[src/rtl/prio_enc_pkg.sv]
// prio_enc_pkg: shared state type and bit-scan helpers for prio_enc_scan.
package prio_enc_pkg;

   typedef enum logic {IDLE, SCAN} state_t;

   function automatic int lsb(input logic [63:0] v);
      lsb = 0;
      for (int i = 63; i >= 0; i--)
         if (v[i]) lsb = i;
   endfunction

   function automatic int popcount(input logic [63:0] v);
      popcount = 0;
      for (int i = 0; i < 64; i++)
         if (v[i]) popcount++;
   endfunction

endpackage

[src/rtl/prio_enc_lsb.sv]
// prio_enc_lsb: lowest-set-bit index, nonzero and one-hot detection of a vector.
module prio_enc_lsb
   import prio_enc_pkg::*;
#(
   parameter int N = 8,
   localparam int W = $clog2(N)
) (
   input  logic [N-1:0] v,
   output logic [W-1:0] idx,
   output logic         any,
   output logic         onehot
);

   always_comb begin
      idx    = W'(lsb(64'(v)));
      any    = |v;
      onehot = popcount(64'(v)) == 1;
   end

endmodule

[src/rtl/prio_enc_scan.sv]
// prio_enc_scan: captures a request vector and streams its set-bit indices, lowest first.
// Optional macro PRIO_ENC_SCAN_CNT_EN adds out_cnt (remaining bits including the current one).
module prio_enc_scan
   import prio_enc_pkg::*;
#(
   parameter int N = 8,
   localparam int W = $clog2(N)
) (
   input  logic         clk,
   input  logic         rst,
   input  logic         in_valid,
   output logic         in_ready,
   input  logic [N-1:0] in_data,
   output logic         out_valid,
   input  logic         out_ready,
   output logic [W-1:0] out_idx,
   output logic         out_last,
   output logic         zero_in
`ifdef PRIO_ENC_SCAN_CNT_EN
   ,
   output logic [W:0]   out_cnt
`endif
);

   state_t       state, state_nx;
   logic [N-1:0] pending, pending_nx;
   logic         zero_nx, pend_any;

   prio_enc_lsb #(.N(N)) u_lsb (
      .v      (pending),
      .idx    (out_idx),
      .any    (pend_any),
      .onehot (out_last)
   );

   assign in_ready  = state == IDLE;
   assign out_valid = state == SCAN && pend_any;

`ifdef PRIO_ENC_SCAN_CNT_EN
   assign out_cnt = out_valid ? (W+1)'(popcount(64'(pending))) : '0;
`endif

   always_comb begin
      state_nx   = state;
      pending_nx = pending;
      zero_nx    = 1'b0;
      if (state == IDLE) begin
         zero_nx = in_valid && !(|in_data);
         if (in_valid && |in_data) begin
            state_nx   = SCAN;
            pending_nx = in_data;
         end
      end else if (out_ready) begin
         // clearing the lowest set bit retires exactly the index being reported
         pending_nx = pending & (pending - N'(1));
         state_nx   = out_last ? IDLE : SCAN;
      end
   end

   always_ff @(posedge clk) begin
      if (rst) begin
         state   <= IDLE;
         pending <= '0;
         zero_in <= 1'b0;
      end else begin
         state   <= state_nx;
         pending <= pending_nx;
         zero_in <= zero_nx;
      end
   end

endmodule

[config.mk]
export PLATFORM = sky130hd
export DESIGN_NAME = prio_enc_scan
export DESIGN_NICKNAME = d
export VERILOG_FILES = /design/src/rtl/prio_enc_pkg.sv /design/src/rtl/prio_enc_lsb.sv /design/src/rtl/prio_enc_scan.sv
export SDC_FILE = /design/constraint.sdc
export NUM_CORES = 1
export LEC_CHECK = 0
export CORE_MARGIN = 8
export CORE_UTILIZATION = 52
export DETAILED_ROUTE_END_ITERATION = 10
export GPL_TIMING_DRIVEN = 0
export PLACE_DENSITY_LB_ADDON = 0.2
export SYNTH_ARGS = -nofsm -noshare
export SYNTH_HDL_FRONTEND = slang
export SYNTH_SLANG_ARGS = --single-unit
[constraint.sdc]
create_clock -name clk -period 6.8 [get_ports clk]
set_clock_uncertainty 0.05 [all_clocks]
set_input_delay 1.02 -clock clk [delete_from_list [all_inputs] [get_ports clk]]
set_output_delay 1.02 -clock clk [all_outputs]
set_load 0.05 [all_outputs]
### Word-level counts from Yosys, hierarchy flattened

Index checks and enable logic that the tools add are counted.

| word-level totals | value |
|---|---|
| output and inout bits | 7 |
| flip-flop bits (word level) | 10 |
| bits in writable memories | 0 |
| memories | 0 |
| word-level logic and storage cells | 47 |
| bits in latches | 0 |
| memory bits (read-only) | 0 |
| input bits | 12 |

| operators by class | value |
|---|---|
| bitwise logic cells | 2 |
| div/mod/pow operators | 0 |
| muxes and demuxes | 23 |
| order comparisons | 0 |
| shifts and indexed selects | 0 |
| reductions and logical operators | 9 |
| multipliers | 0 |
| equal/unequal tests | 2 |
| $add $sub $neg | 8 |

Operators with widths:

| kind | count |
|---|---|
| 2-to-1 mux 32 bit | 7 |
| adder 32 x 2 -> 32 bit (second input constant) | 6 |
| equality test 32 x 2 -> 1 bit (second input constant) | 1 |
| 2-to-1 mux 3 bit | 8 |
| 2-to-1 mux 8 bit | 3 |
| OR reduction 8 bit | 2 |
| bitwise AND 8 bit | 1 |
| subtractor 8 x 1 -> 8 bit (second input constant) | 1 |
| 2-to-1 mux 1 bit | 5 |
| logical AND 1 bit | 3 |
| adder 1 x 1 -> 2 bit (second input constant) | 1 |
| inequality test 2 bit (second input constant) | 1 |
| AND reduction 2 bit | 1 |
| nonzero test 2 bit | 1 |
| OR reduction 2 bit | 1 |
| logical NOT 1 bit | 1 |
| inverter 1 bit | 1 |

### Logic depth before layout (Yosys ltp)

| depth | value |
|---|---|
| word-level depth | 19 |
| gate-level depth with buffers | 23 |
| depth with buffers taken out | 23 |

### Hierarchy

A second synthesis with hierarchy kept.

| unflattened totals | value |
|---|---|
| cell total of the unflattened synthesis | 138 |
| area total of the unflattened synthesis | 1143.6 um^2 |

Modules (own cells, without submodules):

| module | times used | cells an instance | sequential area each (um^2) | area each (um^2) |
|---|---|---|---|---|
| prio_enc_lsb | 1 | 81 | 0.0 | 616.8 |
| prio_enc_scan | 1 | 57 | 200.2 | 526.8 |

### Worst setup path before layout

No wires, ideal clock.

| timing | value |
|---|---|
| path type | reg-to-output |
| start | register pending[0] |
| end | output port out_last |
| data required time | 5.730 ns |
| data arrival time | 5.238 ns |
| path buffers | 0 |
| stages on the path, launching flop included | 23 |
| path slack | 0.492 ns |
| cells stage by stage | dfxtp_1 > inv_1 > ha_1 > xor2_1 > ha_1 > nor2b_1 > a31oi_1 > ha_1 > nand2_1 > o21ai_0 > ha_1 > a221oi_1 > inv_1 > ha_1 > nand2_1 > o21ai_0 > ha_1 > nand2_1 > xor2_1 > xor3_1 > mux2i_1 > a211oi_1 > nor3_1 |

| on the way | value |
|---|---|
| word-level cells in the longest chain between the ends | 16 |

Ends and longest elaborated chain:

| element | RTL line | RTL |
|---|---|---|
| start: declaration | prio_enc_scan.sv:26 | `logic [N-1:0] pending, pending_nx;` |
| start signal: assignment | prio_enc_scan.sv:67 | `pending <= pending_nx;` |
| 2-to-1 mux 1 bit (*) | prio_enc_pkg.sv:15 | `if (v[i]) popcount++;` |
| adder 1 x 1 -> 2 bit | prio_enc_pkg.sv:15 |  |
| 2-to-1 mux 32 bit (*) | prio_enc_pkg.sv:15 |  |
| adder 32 x 2 -> 32 bit | prio_enc_pkg.sv:15 |  |
| 2-to-1 mux 32 bit (*) | prio_enc_pkg.sv:15 |  |
| adder 32 x 2 -> 32 bit | prio_enc_pkg.sv:15 |  |
| 2-to-1 mux 32 bit (*) | prio_enc_pkg.sv:15 |  |
| adder 32 x 2 -> 32 bit | prio_enc_pkg.sv:15 |  |
| 2-to-1 mux 32 bit (*) | prio_enc_pkg.sv:15 |  |
| adder 32 x 2 -> 32 bit | prio_enc_pkg.sv:15 |  |
| 2-to-1 mux 32 bit (*) | prio_enc_pkg.sv:15 |  |
| adder 32 x 2 -> 32 bit | prio_enc_pkg.sv:15 |  |
| 2-to-1 mux 32 bit (*) | prio_enc_pkg.sv:15 |  |
| adder 32 x 2 -> 32 bit | prio_enc_pkg.sv:15 |  |
| 2-to-1 mux 32 bit (*) | prio_enc_pkg.sv:15 |  |
| equality test 32 x 2 -> 1 bit (*) | prio_enc_lsb.sv:17 | `onehot = popcount(64'(v)) == 1;` |
| end: declaration | prio_enc_scan.sv:17 | `output logic out_last,` |

Mark *: on every way between the ends. The rest lies on a longest branch, timed or not.

### Worst setup path in the final report

Same ends and word-level chain as after synthesis.

==> metrics <==
status finished clean; Worst Path Arrival 5.31 ns; syn nets 163; antenna viol nets, final 0; nets 185; fin crit share 93.8%; Mean Syn Cell Area 7.63 µm²; vias in the first global route 1042; Area Growth Syn to Fin 21.5%; Via density 5.59; final core occ 67.1%; Max Clk Rate 0.157 GHz; CTS Buffer Depth 2; Post-synth ARST share 0%; slowest library cell on the worst path dfxtp_1; maxcap violations 0; Slew Limit Fails 0; Clk pwr share 11.7%; first-pass GRT wire length 4.54 mm; Total Wirelength 2.61 mm; Bufs and invs on worst path 3; GPL Wtd Cong 0.804; ANT cells 0; Congestion Overflow GR 0; Tightest Pin Transition 0.545 ns; initial core utilization 55.2%; Tot GR Track Use 15.2%; row count 16; cts-stage hold buffer count 0; CTS tree done; I/O pin count 19; drt pass-1 iters 4; Sequential Power Share 21.5%; EDFF count, synth 0; drt wl/cell 13.8 µm; Finished Cell Area 1320 µm²; root buffer cell clkbuf_4; Mapped Cells 142; total CTS buffers 3; Final setup viols 0; Synth Flop Type dfxtp_1; cell internal pwr 0.170 mW; sequential area share after synthesis 18.5%; Yosys cell types 41; antenna violations before repair 0; CP delay by family, top adder cells; largest net degree at the start of global routing 11; Required @ worst endpoint 5.73 ns; core area 1960 µm²; final setup TNS 0 ns; Reg clk slew, reported paths 0.06 ns; CTS sink cnt 10; dpl cell area 1290 µm²; hold crit path type flop to flop; Syn Std Cell Area 1080 µm²; crit path capture type primary output; cells along the critical path inv_1, ha_1, xor2_1, ha_1, nor2b_1, a31oi_1, ha_1, nand2_1, o21ai_0, ha_1, a221oi_2, inv_1, ha_1, nand2_1, o21ai_0, ha_1, nand2_1, xor2_1, xor3_1, mux2i_1, a211oi_2, nor3_1, clkbuf_2; port bufs 17; drc violations 0; share of cells above drive strength 1 9.88%; Iteration-0 DRC Markers 17; Synth warnings 0; vias 1057; Combinational Power Share 66.8%; H-tree depth 1; IR drop worst, VDD 180 µV; max_slew headroom 63.7%; die height 61.6 µm; P_leak 0.541 nW; Cell Pwr Density 249 nW/µm²; cell mode on critical path ha_1; unrepaired setup endpoints after global routing no; Yosys reg bits 10; crit start category flop; switching share of total power 48.2%; Skew-Pair Late Insertion Delay 0.26 ns; Net Switching 0.158 mW; Final Hold Fails 0; dpl hpwl 2.13 mm; clock period minus worst slack 6.38 ns; Die ar. 3800 µm²; crit path max fanout 5; critical path class flop to primary output; DIE WIDTH 61.6 µm; largest stage delay on the critical path 0.41 ns
## layout make-up
class	instances	area, µm²
Clock buffer	3	22.5
Inverter	9	33.8
Tap cell	27	33.8
Multi-Input combinational cell	116	823
Fill cell	191	646
Timing Repair Buffer	17	165
Buffer	7	37.5
Sequential cell	10	200
## stage by stage
stage / hold slack, ns / std cells / power, mW / worst slack, ns
final: 0.516 / 189 / 0.328 / 0.423
after global routing: 0.568 / 189 / 0.353 / 0.0197
after CTS: 0.511 / 189 / 0.328 / 0.157
after detailed placement: 0.499 / 186 / 0.290 / 0.0422
after global placement: 0.502 / 186 / 0.284 / 0.157
after floorplan: 0.447 / 142 / 0.237 / 0.492
## final timing paths
check / slack, ns / end / cells after the start / startpoint
setup reg to reg: 1.67 / state / 22 / pending[0]
setup / recovery: 0.42 / out_last / 23 / pending[0]
hold / removal: 0.52 / pending[7] / 2 / pending[7]
hold reg to reg: 0.52 / pending[7] / 2 / pending[7]
## cell families (layout without fill, tap and decap cells)
| family | count (synthesis) | after routing | synth area share [%] |
|---|---|---|---|
| simple gates | 51 | 51 | 23.2 |
| xor+xnor | 14 | 14 | 17.1 |
| compound gates | 40 | 40 | 22.4 |
| flops | 10 | 10 | 18.5 |
| fa+ha+maj | 9 | 9 | 10.4 |
| mux | 2 | 2 | 1.85 |
| buf+inv | 16 | 36 | 6.58 |
## power by group through the flow
stage                     registers, mW  logic, mW  clock network [mW]
after global routing             0.0711      0.240              0.0417
after detailed placement         0.0716      0.219                   0
after CTS                        0.0703      0.219              0.0388
after floorplan                  0.0699      0.167                   0
final                            0.0703      0.219              0.0385
after global placement           0.0715      0.213                   0
## tightest hold or removal path: stages (launching register included)
cell and delay [ns]:
dfxtp_1 0.36, o21ai_0 0.09, a21oi_1 0.07
## registers in the layout, indices dropped and copies added, names as in the netlist
register / flops
zero_in: 1
state: 1
pending: 8
## layer usage
| metal | global-route usage (%) | wire length [µm] |
|---|---|---|
| met5 | 0 | 0 |
| met4 | 4.87 | 36 |
| met3 | 2.51 | 91 |
| met2 | 27.6 | 1320 |
| met1 | 17.3 | 1160 |
## cell usage in the layout (no fill, tap or decap), types with 2 or more instances in the layout
master           netlist  layout
nand2_1               17      17
clkdlybuf4s50_1        0      16
a21oi_1               15      15
nor2_1                11      11
o21ai_0               10      10
dfxtp_1               10      10
ha_1                   9       9
inv_1                  8       8
xor2_1                 5       5
xnor2_1                5       5
nor2b_1                4       4
a31oi_1                4       4
nor3_1                 4       4
buf_2                  3       3
nand3_1                3       3
nor4_1                 3       3
clkbuf_4               0       3
clkbuf_1               2       2
nand4_1                2       2
mux2i_1                2       2
a211oi_1               3       2
## synth_stat cells, types with 2 or more instances
cell,instances,share of area [%]
dfxtp_1,10,18
nand2_1,17,5.9
xnor2_1,5,4.0
o21ai_0,10,4.6
nand4_1,2,1.2
buf_2,3,1.4
nand3_1,3,1.4
xor2_1,5,4.0
inv_1,8,2.8
ha_1,9,10
nor4_1,3,1.7
nor2_1,11,3.8
a21oi_1,15,6.9
nor2b_1,4,2.3
a31oi_1,4,2.3
mux2i_1,2,1.8
clkbuf_1,2,0.69
a211oi_1,3,2.1
nor3_1,4,1.8
## repair_timing
item,in CTS,in global routing
endpoints found under the setup margin,1,1
gates resized for setup,2,4
setup buffers,0,0
cloned,0,0
Power figures use the tool's default switching activity.
